### src/rtl/solver_scheduler.sv
// Dispatches jobs (header + limb stream) to one of two solver instances,
// tracks each solver as FREE / RUNNING / DONE and returns their results
// through a single round-robin result port.
module solver_scheduler #(
  parameter int LIMB_INDEX_BITS = 6,
  parameter int LIMB_SIZE_BITS  = 8,
  parameter int ID_BITS         = 8
) (
  input  logic                       clock,
  input  logic                       reset,
  input  logic                       job_valid,
  output logic                       job_ready,
  input  logic [ID_BITS-1:0]         job_id,
  input  logic [LIMB_INDEX_BITS-1:0] job_num_limbs,
  input  logic [15:0]                job_iter_lim,
  input  logic                       limb_valid,
  output logic                       limb_ready,
  input  logic [LIMB_SIZE_BITS-1:0]  limb_re,
  input  logic [LIMB_SIZE_BITS-1:0]  limb_im,
  output logic [1:0]                 s_wr_real_en,
  output logic [1:0]                 s_wr_imag_en,
  output logic [LIMB_INDEX_BITS-1:0] s_wr_index,
  output logic [LIMB_SIZE_BITS-1:0]  s_real_data,
  output logic [LIMB_SIZE_BITS-1:0]  s_imag_data,
  output logic [1:0]                 s_wr_num_limbs_en,
  output logic [1:0]                 s_wr_iter_lim_en,
  output logic [LIMB_INDEX_BITS-1:0] s_num_limbs_data,
  output logic [15:0]                s_iter_lim_data,
  output logic [1:0]                 s_start,
  input  logic [1:0]                 s_out_ready,
  input  logic [31:0]                s_iterations,
  output logic                       res_valid,
  input  logic                       res_ready,
  output logic [ID_BITS-1:0]         res_id,
  output logic [15:0]                res_iterations
);

  typedef enum logic [1:0] {ST_IDLE, ST_LOAD, ST_CFG, ST_START} state_t;
  typedef enum logic [1:0] {SOL_FREE, SOL_RUN, SOL_DONE} sol_t;

  state_t                     state_q, state_d;
  sol_t                       sol_q [2];
  sol_t                       sol_d [2];
  logic                       tgt_q, tgt_d;     // solver being loaded
  logic                       alt_q, alt_d;     // pick when both solvers are free
  logic                       rr_q, rr_d;       // result priority when both are done
  logic                       hold_q, hold_d;   // a presented result is waiting
  logic                       hsel_q, hsel_d;   // which solver that result is from
  logic [LIMB_INDEX_BITS-1:0] cnt_q, cnt_d;

  // Job payload and per-solver result storage (no reset needed: only
  // observed once the matching control state says they are valid).
  logic [ID_BITS-1:0]         id_q;
  logic [LIMB_INDEX_BITS-1:0] nl_q;
  logic [15:0]                il_q;
  logic [ID_BITS-1:0]         jid_q [2];
  logic [15:0]                rit_q [2];

  logic free0, free1, both_free, any_free;
  logic done0, done1, any_done;
  logic sel, res_fire, job_fire, start_fire;
  logic [1:0] tgt_oh;

  assign free0     = (sol_q[0] == SOL_FREE);
  assign free1     = (sol_q[1] == SOL_FREE);
  assign both_free = free0 & free1;
  assign any_free  = free0 | free1;
  assign done0     = (sol_q[0] == SOL_DONE);
  assign done1     = (sol_q[1] == SOL_DONE);
  assign any_done  = done0 | done1;
  assign tgt_oh    = tgt_q ? 2'b10 : 2'b01;

  // A result already on the port keeps its slot until it is taken, so the
  // selection is frozen while hold_q is set.
  assign sel        = hold_q ? hsel_q : ((done0 & done1) ? rr_q : ~done0);
  assign res_valid  = any_done;
  assign res_fire   = res_valid & res_ready;
  assign res_id         = res_valid ? jid_q[sel] : '0;
  assign res_iterations = res_valid ? rit_q[sel] : '0;
  assign job_fire   = (state_q == ST_IDLE) & any_free & job_valid;
  assign start_fire = (state_q == ST_START);

  // Dispatch FSM, solver status and result arbitration: next state and outputs.
  always_comb begin
    state_d           = state_q;
    tgt_d             = tgt_q;
    alt_d             = alt_q;
    rr_d              = rr_q;
    hold_d            = hold_q;
    hsel_d            = hsel_q;
    cnt_d             = cnt_q;
    sol_d[0]          = sol_q[0];
    sol_d[1]          = sol_q[1];
    job_ready         = 1'b0;
    limb_ready        = 1'b0;
    s_wr_real_en      = 2'b00;
    s_wr_imag_en      = 2'b00;
    s_wr_index        = '0;
    s_real_data       = '0;
    s_imag_data       = '0;
    s_wr_num_limbs_en = 2'b00;
    s_wr_iter_lim_en  = 2'b00;
    s_num_limbs_data  = '0;
    s_iter_lim_data   = '0;
    s_start           = 2'b00;

    case (state_q)
      ST_IDLE: begin
        job_ready = any_free;
        if (job_fire) begin
          tgt_d   = both_free ? alt_q : ~free0;
          alt_d   = both_free ? ~alt_q : alt_q;
          cnt_d   = '0;
          state_d = ST_LOAD;
        end
      end
      ST_LOAD: begin
        limb_ready = 1'b1;
        if (limb_valid) begin
          s_wr_real_en = tgt_oh;
          s_wr_imag_en = tgt_oh;
          s_wr_index   = cnt_q;
          s_real_data  = limb_re;
          s_imag_data  = limb_im;
          if (cnt_q == nl_q) state_d = ST_CFG;
          else               cnt_d   = cnt_q + 1'b1;
        end
      end
      ST_CFG: begin
        s_wr_num_limbs_en = tgt_oh;
        s_wr_iter_lim_en  = tgt_oh;
        s_num_limbs_data  = nl_q;
        s_iter_lim_data   = il_q;
        state_d           = ST_START;
      end
      ST_START: begin
        s_start        = tgt_oh;
        sol_d[tgt_q]   = SOL_RUN;
        state_d        = ST_IDLE;
      end
      default: state_d = ST_IDLE;
    endcase

    for (int k = 0; k < 2; k++) begin
      if (sol_q[k] == SOL_RUN && s_out_ready[k]) sol_d[k] = SOL_DONE;
      if (res_fire && sel == k[0])               sol_d[k] = SOL_FREE;
    end

    if (res_fire) begin
      rr_d   = ~rr_q;
      hold_d = 1'b0;
    end else if (res_valid) begin
      hold_d = 1'b1;
      hsel_d = sel;
    end
  end

  // Control state register with synchronous reset.
  always_ff @(posedge clock) begin
    if (reset) begin
      state_q  <= ST_IDLE;
      sol_q[0] <= SOL_FREE;
      sol_q[1] <= SOL_FREE;
      tgt_q    <= 1'b0;
      alt_q    <= 1'b0;
      rr_q     <= 1'b0;
      hold_q   <= 1'b0;
      hsel_q   <= 1'b0;
      cnt_q    <= '0;
    end else begin
      state_q  <= state_d;
      sol_q[0] <= sol_d[0];
      sol_q[1] <= sol_d[1];
      tgt_q    <= tgt_d;
      alt_q    <= alt_d;
      rr_q     <= rr_d;
      hold_q   <= hold_d;
      hsel_q   <= hsel_d;
      cnt_q    <= cnt_d;
    end
  end

  // Payload capture: header on accept, job tag at start, iteration count at completion.
  always_ff @(posedge clock) begin
    if (job_fire) begin
      id_q <= job_id;
      nl_q <= job_num_limbs;
      il_q <= job_iter_lim;
    end
    if (start_fire) jid_q[tgt_q] <= id_q;
    for (int k = 0; k < 2; k++) begin
      if (sol_q[k] == SOL_RUN && s_out_ready[k]) rit_q[k] <= s_iterations[k*16 +: 16];
    end
  end

endmodule

### config.mk
export PLATFORM = sky130hd
export DESIGN_NAME = solver_scheduler
export DESIGN_NICKNAME = d
export VERILOG_FILES = /design/src/rtl/solver_scheduler.sv
export SDC_FILE = /design/constraint.sdc
export NUM_CORES = 1
export LEC_CHECK = 0
export ABC_AREA = 1
export CAP_MARGIN = 20
export CELL_PAD_IN_SITES_DETAIL_PLACEMENT = 1
export CELL_PAD_IN_SITES_GLOBAL_PLACEMENT = 2
export CORE_MARGIN = 5
export CORE_UTILIZATION = 23
export DETAILED_ROUTE_END_ITERATION = 12
export PLACE_DENSITY_LB_ADDON = 0.1
export SLEW_MARGIN = 20
export SYNTH_ARGS = -nofsm -noshare
export SYNTH_HDL_FRONTEND = slang
export SYNTH_SLANG_ARGS = --single-unit
### constraint.sdc
create_clock -name clock -period 1.95 [get_ports clock]
set_clock_uncertainty 0.05 [all_clocks]
set_input_delay 0.195 -clock clock [delete_from_list [all_inputs] [get_ports clock]]
set_output_delay 0.195 -clock clock [all_outputs]
set_load 0.05 [all_outputs]
# Word-level counts from Yosys, hierarchy flattened

Memories as Yosys holds them, arrays and structs flattened.
Index checks and enable logic that the tools add are counted.

Bits in registers: 43
RAM bits: 52
Bits of input ports: 85
Output and inout port bits: 81
Word-level logic and storage cells: 108
Memories kept: 3

$add $sub $neg: 1
Order comparisons: 2
Equality and inequality tests: 12
Multiplexer cells: 46
Bitwise logic cells: 19
Reduce and logical (&&, ||, !) cells: 15

Memories:

| name  | depth | bits a word | read ports | clocked after memory_dff | write ports | line | source |
|---|---|---|---|---|---|---|---|
| rit_q | 2     | 16          | 1          | 0                        | 2           | 57   | `logic [15:0] rit_q [2];` |
| jid_q | 2     | 8           | 1          | 0                        | 1           | 56   | `logic [ID_BITS-1:0] jid_q [2];` |
| sol_q | 2     | 2           | 2          | 0                        | 2           | 42   | `sol_t sol_q [2];` |

Operators by type and width:

| cell                  | number |
|---|---|
| $mux W8               | 5 |
| $mux W6               | 6 |
| $mux W16              | 2 |
| $mux W2               | 15 |
| $mux W1               | 14 |
| $pmux W6 S2           | 1 |
| $eq A2 B2 Y1 const B  | 4 |
| $ne A2 B2 Y1 const B  | 4 |
| $pmux W2 S4           | 1 |
| $add A6 B1 Y6 const B | 1 |
| $eq A2 B1 Y1 const B  | 3 |
| $eq A6 B6 Y1          | 1 |
| $logic_not A2 Y1      | 3 |
| $not A1 Y1            | 6 |
| $reduce_and A3 Y1     | 2 |
| $and A1 B1 Y1         | 5 |
| $logic_and A1 B1 Y1   | 5 |
| $mux W4               | 1 |
| $or A1 B1 Y1          | 4 |
| $reduce_and A2 Y1     | 2 |
| $reduce_and A4 Y1     | 1 |
| $and A2 B2 Y2         | 1 |
| $demux W2 S1          | 1 |
| $ge A2 B2 Y1 const B  | 1 |
| other kinds (6)       | 6 |

# Logic depth before layout (Yosys ltp)

Depth in word-level cells: 11
Depth in mapped cells: 10
Mapped depth without buffers: 10

# Worst setup path after synthesis

OpenSTA, ideal clock, no wires.

Path kind: register to output
From: register state_q[1]
To: output s_wr_real_en[0]
Data arrival time: 2423 ps
Data required time: 1705 ps
Setup slack: -718 ps
Cell stages (with the launch flop): 7
Path buffers: 2
Cells stage by stage: dfxtp_1 > inv_1 > ha_1 > nand2_1 > clkbuf_1 > nor2_1 > buf_4

Word-level cells in the longest chain between the ends: 2

RTL lines:

| what                   | line | source |
|---|---|---|
| from (decl)            | 41   | `state_t state_q, state_d;` |
| from (signal assigned) | 171  | `state_q <= state_d;` |
| $eq A2 B1 Y1           | n/a  |  |
| $mux W2                | n/a  |  |
| to (decl)              | 20   | `output logic [1:0] s_wr_real_en,` |

No other way between the ends.

==> results.json <==
{
  "cellPowerDensity_nw_per_um2": 1007,
  "synth_top_family_by_area": "simple AND/OR/NAND/NOR gates",
  "htreeDepth": 3,
  "fin_crit_ns": 2.048,
  "register_area_um2": 2690,
  "synthArstFlopShare_pct": 0,
  "path_max_fanout": 8,
  "syn_area_um2": 4125,
  "hp-start": "job_num_limbs[2]",
  "gr-total-overflow": 0,
  "cts_tree": "yes",
  "final_nets": 686,
  "critPathTopFamily": "buffers and inverters",
  "drive_above_1_share_pct": 35.44,
  "grt_max_degree": 33,
  "slew_violations": 0,
  "pre_cts_ws_ns": 0.1593,
  "place_area_um2": 6628,
  "synthFlopType": "edfxtp_1",
  "antenna_found_initial": 0,
  "clock_sinks": 95,
  "ys_seq_area_share_pct": 65.03,
  "end_kind": "primary output",
  "postRouteAntennaNets": 0,
  "ys_seq_elements": 95,
  "min_period_over_period_pct": 105.0,
  "core_um2": 17840,
  "rr_startpoint": "state_q[0]",
  "synth_common_cells": "90 x nor2_1, 78 x edfxtp_1, 65 x inv_1, 63 x nand2_1, 34 x o21ai_0",
  "cts.path.max_buffers": 2,
  "vdd_drop_max_mv": 0.4947,
  "initial_utilization_pct": 23.12,
  "ios": 166,
  "synth_fp_nets": 510,
  "switching_power_mw": 2.696,
  "power_frac_seq_pct": 35.1,
  "drt_iter0_drc": 128,
  "fin_hold_ws_ns": 0.3507,
  "wl_mm": 12.71,
  "layout_setup_ws_ns": -0.09797,
  "synth-simple-area-share_pct": 17.02,
  "violations": "setup timing",
  "hp-class": "input port to flip-flop",
  "setup_viol": 24,
  "final-hold-violation-count": 0,
  "first_global_vias": 3679,
  "synth_top_area_cell": "edfxtp_1",
  "synth_area_leaders": "edfxtp_1 57%, dfxtp_1 8.2%, nor2_1 8.2%",
  "p_int_mw": 4.765,
  "final_core_util_pct": 41.51,
  "clk_latency_ns": 0.34,
  "yosys.cell_types.count": 25,
  "power_frac_comb_pct": 41.0,
  "cp_slowest_cell": "dfxtp_2",
  "crit_chain": "inv_2, nor2_1, inv_1, o21ai_2, o21ai_4, clkinv_4, clkbuf_16, nor2_2, nor2_1, buf_6",
  "synth-compound-area-share_pct": 7.340,
  "rsz0062_at_grt": "yes",
  "synth-xor-area-share_pct": 0,
  "cts-root-buf": "clkbuf_16",
  "gp_congestion": 0.7976,
  "die_h_um": 143.9,
  "tightest_slew_ns": 0.3637,
  "cp-startpoint": "sol_q[0][3]",
  "cp-start-kind": "flip-flop",
  "slew_headroom_pct": 75.73,
  "syn_inst": 420,
  "design_area_um2": 7406,
  "maxCapViolCount": 0,
  "reg2reg_slack_ns": 0.14,
  "final_cells": 830,
  "grt_pass1_wl_mm": 19.20,
  "yosysMostFrequentCell": "nor2_1",
  "placed_cells": 808,
  "filler_cell_count": 1894,
  "track_usage_pct": 11.99,
  "tns_ns": -1.651,
  "vias": 3424,
  "synth-adder-area-share_pct": 1.517,
  "core.rowCount": 49,
  "critPathBufInv": 5,
  "synth_top_area_share_pct": 56.78,
  "hpwlAfterDp_mm": 9.410,
  "synth.avg_cell_area_um2": 9.822,
  "power.leakage_nw": 2.931,
  "swShare_pct": 36.13,
  "vias_per_cell": 4.125,
  "drc": 0,
  "total_power_mw": 7.461,
  "dr.pass1.iters": 4,
  "numPortBuffers": 165,
  "numCtsBuffers": 9,
  "required_ns": 1.70,
  "max_freq_mhz": 488.3,
  "synthMuxAreaShare_pct": 0,
  "status": "finished, violations left",
  "n_antenna_cell": 0,
  "max_stage_delay_ns": 0.33,
  "critPathKind": "flip-flop to primary output",
  "ys.warnings.count": 0,
  "die_area_um2": 20710,
  "arrival_ns": 1.80,
  "multi_input_area_um2": 1354,
  "cts.clk_slew.worst_paths_ns": 0.07,
  "die_x_um": 143.9,
  "synth_edf_count": 78,
  "crit_top_cell": "nor2_1",
  "routedWlPerCell_um": 15.31,
  "p_clk_share_pct": 23.9,
  "syn2layout_area_growth_pct": 79.53
}
-- sequential cells by signal (all words and copies together), names as in the netlist, 2 cells and up --
| name | flops |
|---|---|
| sol_q | 4 |
| rit_q | 32 |
| jid_q | 16 |
| state_q | 2 |
| il_q | 16 |
| cnt_q | 6 |
| id_q | 8 |
| nl_q | 6 |
-- routing by layer --
metal  vias up  track usage (%)  share of wire, %
li1       1694                -                 -
met1      1617            13.92                41
met2       103            21.39                51
met3        10            3.328               7.4
met4         0            3.717               1.1
met5         -                0                 0
-- cell families (layout without fill, tap and decap cells) --
kind of cell,Yosys count,in the layout
simple gates,175,175
flops,95,95
buf+inv,89,270
compound gates,56,56
fa+ha+maj,5,5
-- cells in the final DEF (no fill, tap or decap), types with 14 or more instances in the layout --
cell type        instances
nor2_4                  14
edfxtp_1                78
buf_12                  61
nor2_1                  19
clkdlybuf4s50_1         84
o21ai_0                 15
buf_6                   25
nand2_1                 61
o21ai_1                 18
inv_1                   63
nor2_2                  57
a21oi_1                 15
-- final cells by class --
class                      count  area share (%)
clock inverter                 6          0.9123
timing repair buffer         183           33.81
multi-input combinational    236           18.28
tap                          229           3.869
clock buffer                  10           3.092
sequential                    95           36.32
inverter                      71           3.717
-- timing repair --
item                       4_1_cts  5_1_grt
pin swaps                        8       13
hold buffers                     0        0
buffers inserted                 3        0
resized for setup               71       68
cloned                           1        2
setup endpoints to repair       52       53
-- path summary, 6_finish.rpt --
path                               endpoint  cells past startpoint
worst max-delay path              res_id[4]                     10
worst min register to register  jid_q[1][6]                      0
worst max register to register   state_q[0]                      7
worst min-delay path                nl_q[2]                      1
-- power groups by stage --
stage | Sequential (mW) | Clock (mW) | Combinational, mW
3_3_place_gp | 2.64 | 0 | 2.88
6_report | 2.62 | 1.79 | 3.06
4_1_cts | 2.61 | 1.87 | 3.03
3_5_place_dp | 2.65 | 0 | 2.91
2_1_floorplan | 2.61 | 0 | 1.61
5_1_grt | 2.65 | 1.95 | 3.26
No activity file was read; power rests on OpenSTA's default activity.
==> patch (config.mk and constraints unchanged) <==
Change the parameter `LIMB_SIZE_BITS` from 8 to 16.
--- a/src/rtl/solver_scheduler.sv
+++ b/src/rtl/solver_scheduler.sv
@@ -4,5 +4,5 @@
 module solver_scheduler #(
   parameter int LIMB_INDEX_BITS = 6,
-  parameter int LIMB_SIZE_BITS  = 8,
+  parameter int LIMB_SIZE_BITS  = 16,
   parameter int ID_BITS         = 8
 ) (
Ports: changed (resized limb_im, limb_re, s_imag_data and s_real_data); port bits go from 166 to 198. The function was not compared with the original's and may differ.
==> patch against the unedited design <==
  * The flow still finishes with violations (setup timing)
  * Count of clock-buffer cells in the layout unchanged
  * Register-to-register slack got worse by 0.05 ns
  * Sequential cell count unchanged
  * Highest routed layer unchanged
  * Global-route usage increased by 1.6 points
  * Synthesized area increased by 3.1%
  * Total power increased by 9.6%
  * Critical endpoint is now res_iterations[5]
  * Synthesized cell count increased by 7.9%
  * Maximum frequency increased by 1.8%
  * Worst setup slack improved by 0.037 ns
  * Wire length increased by 21%
  * Cell area increased by 12%
==> patch: results (changes against the unedited design) <==
[final_layout]
antenna_cells = 0  ; unchanged
instances_no_fill = 921  ; +11%
drive_above_1_share_pct = 38.44  ; +3.0 points
final_nets = 793  ; +16%

[synth]
synthTopCellsByArea = edfxtp_1 (55%), nor2_1 (9.4%), dfxtp_1 (8.0%)
synth_edf_count = 78  ; unchanged
synthTopCellsByCount = nor2_1 (107), inv_1 (81), edfxtp_1 (78)
netlist_instances = 453  ; +7.9%
syn_nets = 559  ; +9.6%
ys_types = 27  ; +8.0%
seq_area_frac_synth_pct = 63.06  ; -2.0 points

[setup_path]
reg2reg_slack_ns = 0.09  ; -0.05 ns
cp.arrival_ns = 1.77  ; -0.03 ns
cpPeakStageDelay_ns = 0.35  ; +0.02 ns
crit_slowest_cell = dfxtp_2

[sta]
fin_ws_ns = -0.06079  ; +0.03718 ns
fin_setup_tns_ns = -1.177  ; +0.4743 ns
holdWs_ns = 0.3523  ; +0.001591 ns
tightest_slew_ns = 0.3371  ; -0.02664 ns
setup_viol = 24  ; unchanged

[placement]
routabilityCongestion = 0.7748  ; -2.9%
dpl-instance-area_um2 = 7261  ; +9.6%
io_buffer_count = 197  ; +19%
placed_cells = 873  ; +8.0%
dp_hpwl_um = 10840  ; +15%
place_ws_ns = 0.1089  ; -0.05036 ns

[power]
power.leakage_nw = 3.408  ; +16%
p_sw_share_pct = 37.98  ; +1.8 points
ir_worst_vdd_mv = 0.5286  ; +6.9%

[outcome]
status = finished with violations
violations = setup timing

[detailed_routing]
num_vias = 3862  ; +13%
wire_per_inst_um = 16.65  ; +8.7%
drt_iter0_drc = 95  ; -26%

[clocking]
clock_latency_ns = 0.34  ; about the same

[grt]
grt_max_degree = 41  ; +24%
grt_antenna_before_repair = 0  ; unchanged
grt_pass1_vias = 4135  ; +12%
grt_usage_pct = 13.61  ; +1.6 points
grt_pass1_wl_um = 22790  ; +19%

patch: cell count changes after synthesis, moves of 2 or more:
cell    before  now
inv_1       65   81
buf_6        3    1
buf_4        4    6
nor2_1      90  107
patch: through the flow:
step	util, %	total power [mW]
floorplan	-	4.454
global placement	40.15	6.026
detailed placement	40.15	6.080
CTS	43.74	8.004
global route	45.93	8.598
finish	45.93	8.178
patch: repair_timing:
action | CTS | global route
endpoints found under the setup margin | 66 | 74
pin swaps | 11 | 10
gates cloned | 3 | 4
resized for setup | 106 | 53
setup buffers | 10 | 15
endpoints found under the hold margin | 0 | 0
patch: power groups by stage:
stage	registers [mW]	clock network [mW]	logic (mW)
finish	2.63	1.70	3.85
global route	2.65	1.85	4.10
CTS	2.62	1.77	3.61
detailed placement	2.66	0	3.42
global placement	2.65	0	3.37
floorplan	2.62	0	1.84
patch: kinds of logic after synthesis:
kind of cell / synth area share, %
adders and majority gates: 1.471
DFF: 63.06
AOI/OAI and AO/OA: 6.883
and+or+nand+nor: 18.24
buffers and inverters: 10.15
xor gates and xnor gates: 0.2059
patch: final cells by class:
cell class                 instances  area (um^2)
inverter                          87        342.8
multi-input combinational        252         1475
timing repair buffer             240         3209
timing repair inverter             2        20.02
tap                              229        286.5
sequential                        95         2690
clock buffer                      10        229.0
clock inverter                     6        53.80
fill                            1949         9779
patch: per-layer routing:
layer	vias up	wire (um)	track usage (%)
li1	1892	-	-
met1	1865	5866	14.37
met2	97	8579	26.52
met3	8	774	4.204
met4	0	115	2.681
met5	-	0	0
patch: path summary, 6_finish.rpt:
check,cells after the start,endpoint,from
setup reg to reg,11,sol_q[0][0]$_SDFFE_PP0P_,hold_q$_SDFFE_PP0N_
hold reg to reg,0,jid_q[0][6]$_DFFE_PP_,id_q[6]$_DFFE_PP_
setup / recovery,10,res_iterations[5],sol_q[0][3]$_SDFFE_PP0P_
hold / removal,1,rit_q[1][0]$_DFFE_PP_,s_iterations[16]
